`src/rtl/ahb_apb_bridge_p_if.sv`:
```
// AHB-Lite slave / APB4 master bus bundle for ahb_apb_bridge_p.
// The "slave" modport is the bridge's view. It receives AHB and drives APB.
// The "master" modport is the environment's view. It drives AHB and answers APB.
interface ahb_apb_bridge_p_if #(
  parameter int NUM_SLOTS  = 16,
  parameter int ADDR_WIDTH = 32
);
  // AHB side
  logic                  HSEL;
  logic [ADDR_WIDTH-1:0] HADDR;
  logic [1:0]            HTRANS;
  logic                  HWRITE;
  logic [2:0]            HSIZE;
  logic [31:0]           HWDATA;
  logic                  HREADYIN;
  logic                  HREADYOUT;
  logic                  HRESP;
  logic [31:0]           HRDATA;
  // APB side
  logic [NUM_SLOTS-1:0]  PSEL;
  logic [ADDR_WIDTH-1:0] PADDR;
  logic                  PWRITE;
  logic                  PENABLE;
  logic [31:0]           PWDATA;
  logic [3:0]            PSTRB;
  logic [31:0]           PRDATA;
  logic                  PREADY;
  logic                  PSLVERR;

  modport slave (
    input  HSEL, HADDR, HTRANS, HWRITE, HSIZE, HWDATA, HREADYIN,
    input  PRDATA, PREADY, PSLVERR,
    output HREADYOUT, HRESP, HRDATA,
    output PSEL, PADDR, PWRITE, PENABLE, PWDATA, PSTRB
  );

  modport master (
    output HSEL, HADDR, HTRANS, HWRITE, HSIZE, HWDATA, HREADYIN,
    output PRDATA, PREADY, PSLVERR,
    input  HREADYOUT, HRESP, HRDATA,
    input  PSEL, PADDR, PWRITE, PENABLE, PWDATA, PSTRB
  );
endinterface

```
`src/rtl/ahb_apb_bridge_p.sv`:
```
// AHB-Lite to APB4 bridge with slot decode and a two-cycle AHB error response.
// Optional feature: define AHB_APB_BRIDGE_P_TIMEOUT_EN to enable the ACCESS-phase
// timeout. When it is enabled and PREADY stays low for TIMEOUT_CYCLES cycles,
// the bridge abandons the APB transfer and returns an AHB error.
module ahb_apb_bridge_p #(
  parameter int NUM_SLOTS      = 16,
  parameter int SLOT_LSB       = 24,
  parameter int ADDR_WIDTH     = 32,
  parameter int TIMEOUT_CYCLES = 255
) (
  input  logic                 HCLK,
  input  logic                 HRESETN,
  ahb_apb_bridge_p_if.slave    bus
);

  typedef enum logic [2:0] {
    ST_IDLE   = 3'd0,
    ST_SETUP  = 3'd1,
    ST_ACCESS = 3'd2,
    ST_ERR1   = 3'd3,
    ST_ERR2   = 3'd4
  } state_t;

  state_t                state_q, state_d;
  logic [ADDR_WIDTH-1:0] paddr_q, paddr_d;
  logic                  pwrite_q, pwrite_d;
  logic [3:0]            slot_q, slot_d;
  logic [3:0]            pstrb_q, pstrb_d;
  logic [31:0]           pwdata_q, pwdata_d;

  // Control outputs from the FSM output process
  logic hreadyout;
  logic hresp;
  logic psel_en;
  logic penable;

  // Transfer-request decode
  logic       accept;
  logic [3:0] haddr_slot;
  logic       slot_ok;
  logic       timeout_hit;
  logic [3:0] strb_calc;

  assign haddr_slot = bus.HADDR[SLOT_LSB+3:SLOT_LSB];
  assign slot_ok    = ({1'b0, haddr_slot} < 5'(NUM_SLOTS));
  // A new transfer is accepted only when the bridge is ready this cycle.
  // That happens in IDLE, in ERR2, and in an ACCESS cycle that completes OK.
  assign accept     = bus.HSEL & bus.HREADYIN & bus.HTRANS[1] & hreadyout;

`ifdef AHB_APB_BRIDGE_P_TIMEOUT_EN
  logic [15:0] tmo_cnt_q, tmo_cnt_d;

  // The counter holds the number of ACCESS cycles already spent waiting.
  // The limit is reached on the last permitted cycle.
  assign timeout_hit = (tmo_cnt_q == 16'(TIMEOUT_CYCLES - 1));

  // Count ACCESS cycles. Restart whenever a new transfer enters SETUP.
  always_comb begin
    tmo_cnt_d = tmo_cnt_q;
    if (state_d == ST_SETUP)
      tmo_cnt_d = 16'd0;
    else if (state_q == ST_ACCESS)
      tmo_cnt_d = tmo_cnt_q + 16'd1;
  end

  // Timeout counter register
  always_ff @(posedge HCLK or negedge HRESETN) begin
    if (!HRESETN) tmo_cnt_q <= 16'd0;
    else          tmo_cnt_q <= tmo_cnt_d;
  end
`else
  assign timeout_hit = 1'b0;
`endif

  // Byte strobes for the captured transfer. Reads never assert strobes.
  always_comb begin
    strb_calc = 4'b0000;
    if (bus.HWRITE) begin
      case (bus.HSIZE)
        3'd0:    strb_calc = 4'b0001 << bus.HADDR[1:0];
        3'd1:    strb_calc = 4'b0011 << {bus.HADDR[1], 1'b0};
        default: strb_calc = 4'b1111;
      endcase
    end
  end

  // FSM state register
  always_ff @(posedge HCLK or negedge HRESETN) begin
    if (!HRESETN) state_q <= ST_IDLE;
    else          state_q <= state_d;
  end

  // FSM next-state logic
  always_comb begin
    state_d = state_q;
    case (state_q)
      ST_IDLE, ST_ERR2: begin
        if (accept) state_d = slot_ok ? ST_SETUP : ST_ERR1;
        else        state_d = ST_IDLE;
      end
      ST_SETUP:  state_d = ST_ACCESS;
      ST_ACCESS: begin
        if (bus.PREADY) begin
          if (bus.PSLVERR)  state_d = ST_ERR1;
          else if (accept)  state_d = slot_ok ? ST_SETUP : ST_ERR1;
          else              state_d = ST_IDLE;
        end else if (timeout_hit) begin
          state_d = ST_ERR1;
        end
      end
      ST_ERR1:   state_d = ST_ERR2;
      default:   state_d = ST_IDLE;
    endcase
  end

  // FSM outputs. HREADYOUT completes an OK ACCESS in the same cycle.
  always_comb begin
    hreadyout = 1'b1;
    hresp     = 1'b0;
    psel_en   = 1'b0;
    penable   = 1'b0;
    case (state_q)
      ST_SETUP: begin
        hreadyout = 1'b0;
        psel_en   = 1'b1;
      end
      ST_ACCESS: begin
        psel_en   = 1'b1;
        penable   = 1'b1;
        hreadyout = bus.PREADY & ~bus.PSLVERR;
      end
      ST_ERR1: begin
        hresp     = 1'b1;
        hreadyout = 1'b0;
      end
      ST_ERR2: begin
        hresp     = 1'b1;
        hreadyout = 1'b1;
      end
      default: ;
    endcase
  end

  // Address-phase capture on acceptance. Write data is captured at the end of SETUP.
  always_comb begin
    paddr_d  = paddr_q;
    pwrite_d = pwrite_q;
    slot_d   = slot_q;
    pstrb_d  = pstrb_q;
    pwdata_d = pwdata_q;
    if (accept) begin
      paddr_d  = bus.HADDR;
      pwrite_d = bus.HWRITE;
      slot_d   = haddr_slot;
      pstrb_d  = strb_calc;
    end
    if (state_q == ST_SETUP)
      pwdata_d = bus.HWDATA;
  end

  // APB datapath registers
  always_ff @(posedge HCLK or negedge HRESETN) begin
    if (!HRESETN) begin
      paddr_q  <= '0;
      pwrite_q <= 1'b0;
      slot_q   <= 4'd0;
      pstrb_q  <= 4'b0000;
      pwdata_q <= 32'd0;
    end else begin
      paddr_q  <= paddr_d;
      pwrite_q <= pwrite_d;
      slot_q   <= slot_d;
      pstrb_q  <= pstrb_d;
      pwdata_q <= pwdata_d;
    end
  end

  // One-hot slot select, active only while an APB transfer is in flight
  logic [NUM_SLOTS-1:0] psel_vec;
  for (genvar gi = 0; gi < NUM_SLOTS; gi++) begin : g_psel
    assign psel_vec[gi] = psel_en & (slot_q == 4'(gi));
  end

  assign bus.PSEL      = psel_vec;
  assign bus.PENABLE   = penable;
  assign bus.PADDR     = paddr_q;
  assign bus.PWRITE    = pwrite_q;
  assign bus.PSTRB     = pstrb_q;
  // In SETUP the write data passes straight through. After SETUP it comes from the register.
  assign bus.PWDATA    = (state_q == ST_SETUP) ? bus.HWDATA : pwdata_q;
  assign bus.HREADYOUT = hreadyout;
  assign bus.HRESP     = hresp;
  assign bus.HRDATA    = bus.PRDATA;

endmodule

```
`src/flat_wrapper.sv`:
```
// flat-port wrapper written by rule: the top's interface ports become plain ports
module ahb_apb_bridge_p_flat 
#(
  parameter int NUM_SLOTS      = 16,
  parameter int SLOT_LSB       = 24,
  parameter int ADDR_WIDTH     = 32,
  parameter int TIMEOUT_CYCLES = 255
)
  (HCLK, HRESETN, bus_HSEL, bus_HADDR, bus_HTRANS, bus_HWRITE, bus_HSIZE, bus_HWDATA, bus_HREADYIN, bus_PRDATA, bus_PREADY, bus_PSLVERR, bus_HREADYOUT, bus_HRESP, bus_HRDATA, bus_PSEL, bus_PADDR, bus_PWRITE, bus_PENABLE, bus_PWDATA, bus_PSTRB);
  ahb_apb_bridge_p_if #(.NUM_SLOTS(NUM_SLOTS), .ADDR_WIDTH(ADDR_WIDTH)) bus_i ();
  input  logic HCLK;
  input  logic HRESETN;
  input wire logic [$bits(bus_i.HSEL)-1:0] bus_HSEL;
  input wire logic [$bits(bus_i.HADDR)-1:0] bus_HADDR;
  input wire logic [$bits(bus_i.HTRANS)-1:0] bus_HTRANS;
  input wire logic [$bits(bus_i.HWRITE)-1:0] bus_HWRITE;
  input wire logic [$bits(bus_i.HSIZE)-1:0] bus_HSIZE;
  input wire logic [$bits(bus_i.HWDATA)-1:0] bus_HWDATA;
  input wire logic [$bits(bus_i.HREADYIN)-1:0] bus_HREADYIN;
  input wire logic [$bits(bus_i.PRDATA)-1:0] bus_PRDATA;
  input wire logic [$bits(bus_i.PREADY)-1:0] bus_PREADY;
  input wire logic [$bits(bus_i.PSLVERR)-1:0] bus_PSLVERR;
  output wire logic [$bits(bus_i.HREADYOUT)-1:0] bus_HREADYOUT;
  output wire logic [$bits(bus_i.HRESP)-1:0] bus_HRESP;
  output wire logic [$bits(bus_i.HRDATA)-1:0] bus_HRDATA;
  output wire logic [$bits(bus_i.PSEL)-1:0] bus_PSEL;
  output wire logic [$bits(bus_i.PADDR)-1:0] bus_PADDR;
  output wire logic [$bits(bus_i.PWRITE)-1:0] bus_PWRITE;
  output wire logic [$bits(bus_i.PENABLE)-1:0] bus_PENABLE;
  output wire logic [$bits(bus_i.PWDATA)-1:0] bus_PWDATA;
  output wire logic [$bits(bus_i.PSTRB)-1:0] bus_PSTRB;
  assign bus_i.HSEL = bus_HSEL;
  assign bus_i.HADDR = bus_HADDR;
  assign bus_i.HTRANS = bus_HTRANS;
  assign bus_i.HWRITE = bus_HWRITE;
  assign bus_i.HSIZE = bus_HSIZE;
  assign bus_i.HWDATA = bus_HWDATA;
  assign bus_i.HREADYIN = bus_HREADYIN;
  assign bus_i.PRDATA = bus_PRDATA;
  assign bus_i.PREADY = bus_PREADY;
  assign bus_i.PSLVERR = bus_PSLVERR;
  assign bus_HREADYOUT = bus_i.HREADYOUT;
  assign bus_HRESP = bus_i.HRESP;
  assign bus_HRDATA = bus_i.HRDATA;
  assign bus_PSEL = bus_i.PSEL;
  assign bus_PADDR = bus_i.PADDR;
  assign bus_PWRITE = bus_i.PWRITE;
  assign bus_PENABLE = bus_i.PENABLE;
  assign bus_PWDATA = bus_i.PWDATA;
  assign bus_PSTRB = bus_i.PSTRB;
  ahb_apb_bridge_p #(.NUM_SLOTS(NUM_SLOTS), .SLOT_LSB(SLOT_LSB), .ADDR_WIDTH(ADDR_WIDTH), .TIMEOUT_CYCLES(TIMEOUT_CYCLES)) u_core (.HCLK(HCLK), .HRESETN(HRESETN), .bus(bus_i));
endmodule
```
`config.mk`:
```
export PLATFORM = sky130hd
export DESIGN_NAME = ahb_apb_bridge_p_flat
export DESIGN_NICKNAME = d
export VERILOG_FILES = /design/src/rtl/ahb_apb_bridge_p_if.sv /design/src/rtl/ahb_apb_bridge_p.sv /design/src/flat_wrapper.sv
export SDC_FILE = /design/constraint.sdc
export NUM_CORES = 1
export LEC_CHECK = 0
export ABC_AREA = 1
export CAP_MARGIN = 20
export CORE_MARGIN = 8
export CORE_UTILIZATION = 39
export DETAILED_ROUTE_END_ITERATION = 7
export HOLD_SLACK_MARGIN = 0.15
export PLACE_DENSITY = 0.95
export SYNTH_ARGS = -nofsm -noshare
export SYNTH_HDL_FRONTEND = slang
export SYNTH_SLANG_ARGS = --single-unit
```
`constraint.sdc`:
```
create_clock -name HCLK -period 2.1 [get_ports HCLK]
set_input_delay 0.42 -clock HCLK [delete_from_list [all_inputs] [get_ports HCLK]]
set_output_delay 0.42 -clock HCLK [all_outputs]
set_load 0.005 [all_outputs]
```
==> metrics <==
status finished with violations; failing checks setup timing; vias in the first global route 3,318; syn_nets 497; fraction of the mapped netlist area in simple logic gates 14.0%; total power 6.97 mW; grt total ovfl 0; GRT Total Usage 16.8%; Leak 2.74 nW; fin worst setup slack -43.4 ps; chip width 109 µm; main combinational cell family by area after synthesis buffers and inverters; Post-Layout Cell Count 661; Post-Synthesis Cell Area 3370 µm²; Reg clk slew, reported paths 80 ps; Final period util 102%; setup TNS -131 ps; commonest non-fill, non-tap cells in the layout 110 x clkdlybuf4s50_1, 85 x nand2_1, 74 x inv_1, 71 x dfrtp_1, 38 x o21ai_2; Core Footprint 8550 µm²; CP arrival 1720 ps; first-pass GRT wire length 15,600 µm; number of buffers created by CTS 9; pin count of the biggest net entering global routing 65; Routed Antenna Nets 0; Port Buf Inserts 162; CTS sink cnt 72; Yosys reg bits 72; Rows 34; hpwl dp 7740 µm; Nets 656; RePlAce Congestion 0.830; Hold Path Depth 2; H-tree lvl count 3; sequential area share after synthesis 53.5%; diode count 0; complex-gate fraction of the synthesized area 13.4%; Slew @ Worst Pin 380 ps; pre-CTS setup slack -95.6 ps; CTS root buf clkbuf_8; crit-path max FO 19; Adder-Cell Fraction of Synth Area 0%; RR Startpoint u_core.state_q[0]$_DFFE_PN0P_; die footprint 11,900 µm²; top cell type's share of synthesized area 53.5%; Hold Fails Final Rpt 0; IO Count 228; CTS tree built; DRC 0; Max Cap Viol 0; Syn-to-layout area delta 56.5%; CP Data Required Time 1680 ps; post-layout util 61.7%; CP Class flop to primary output; Detailed Routing Iterations Pass 1 4; initial antenna violation count 0; max-slew violations 0; Post-Syn Instances 389; VDD IR max 714 µV; r2r setup slk 520 ps; R2R cell count 8; Ys Warns 0; mux share of post-synthesis cell area 0%; endpoints failing setup 5; PD cells 1320 nW/µm²; share of cells above drive strength 1 24.8%; DR WL/cell 15.7 µm; Skew-Pair Late Insertion Delay 340 ps; min-delay src u_core.pwdata_q[24]$_DFF_PN0_; crit path launch type flop; Synth area leader dfrtp_1; vias per inst 4.59; Hold EP u_core.pwdata_q[24]$_DFF_PN0_; Tmin final 2140 ps; Die Y 109 µm; clock skew 8.34 ps; initial drt markers 166; Mapped Avg Cell Area 8.67 µm²; worst hold path class flop to flop; WL final 10,400 µm; RSZ-0062 raised after global routing true; commonest non-fill, non-tap cell in the layout clkdlybuf4s50_1; Cells after DPL 638; R2R Path End u_core.bus.PADDR[30]$_DFFE_PN0P_; post-synth cell types 19; CP Capture Type primary output; slew margin rel. 74.7%; xor and xnor area share after synthesis 0%; maximum buffer depth of the clock tree 2; DR vias 3,037; Max Fclk 467 MHz; top cells by area, synth dfrtp_1 53%, nand2_1 9.9%, inv_1 8.4%; Starting Density 39.4%
==> report_power, final <==
group | leakage (nW) | internal [mW] | total, mW | switching [mW]
clock network | 0.0789 | 0.433 | 0.967 | 0.534
registers | 0.892 | 2.04 | 2.40 | 0.353
logic | 1.77 | 1.99 | 3.61 | 1.62
==> cell families after synthesis <==
| logic type | Yosys count |
|---|---|
| AND/OR/NAND/NOR | 119 |
| AO/OA/AOI/OAI | 75 |
| buffers and inverters | 123 |
| flip-flops | 72 |
==> flip-flops by register name (all words and copies together) (netlist names) <==
name               cells
u_core.bus.PSTRB       4
u_core.bus.PADDR      32
u_core.state_q         3
u_core.bus.PWRITE      1
u_core.pwdata_q       32
==> worst max path at each step <==
stage                                  start             end  slack [ps]  cells after the start
2_1_floorplan  u_core.state_q[1]$_DFFE_PN0P_   bus_PWDATA[0]         570                      5
3_3_place_gp                  bus_HWDATA[31]  bus_PWDATA[31]         -10                      4
3_5_place_dp                   bus_HWDATA[7]   bus_PWDATA[7]        -100                      4
4_1_cts        u_core.state_q[2]$_DFFE_PN0P_  bus_PWDATA[31]        -180                      5
5_1_grt        u_core.state_q[2]$_DFFE_PN0P_   bus_PWDATA[4]        -120                      7
6_report       u_core.state_q[2]$_DFFE_PN0P_   bus_PWDATA[4]         -40                      7
==> cell usage after synthesis (all sizes together) <==
master  instances
nand3           7
o21ai          72
dfrtp          72
a21oi           2
buf            44
nand2          90
inv            76
nor2           22
o211ai          1
clkbuf          3
==> repair_timing <==
item / in CTS / in global routing
pin swaps: 1 / 6
gates resized for setup: 106 / 87
setup endpoints to repair: 49 / 38
endpoints found under the hold margin: 28 / 0
setup buffers: 3 / 2
cloned: 0 / 1
hold buffers: 1 / 0
==> stage by stage <==
stage	instance area (µm²)	hold slack, ps
2_1_floorplan	3370	124
3_3_place_gp	5000	365
3_5_place_dp	5000	365
4_1_cts	5230	487
5_1_grt	5280	507
6_report	5280	475
==> routing by layer <==
| layer | wire length (µm) | up-vias | track usage, % |
|---|---|---|---|
| met5 | 0 | - | 0 |
| met4 | 461 | 0 | 11.2 |
| met3 | 729 | 44 | 4.61 |
| li1 | - | 1462 | - |
| met1 | 3680 | 1397 | 16.2 |
| met2 | 5500 | 134 | 30.5 |
==> critical path, cell delays in order (launching register included) <==
cell	delay, ps
dfrtp_1	430
inv_2	100
nand3_4	120
buf_6	150
clkbuf_16	170
nand2_1	90
o21ai_2	60
dlygate4sd2_1	260
==> layout make-up <==
cell class	count	area [µm²]
sequential	72	1800
clock buffer	10	128
tap	108	135
fill	733	3280
inverter	76	285
clock inverter	6	45.0
timing repair buffer	195	1800
multi-input combinational	194	1080
(Power assumes the default switching activity.)
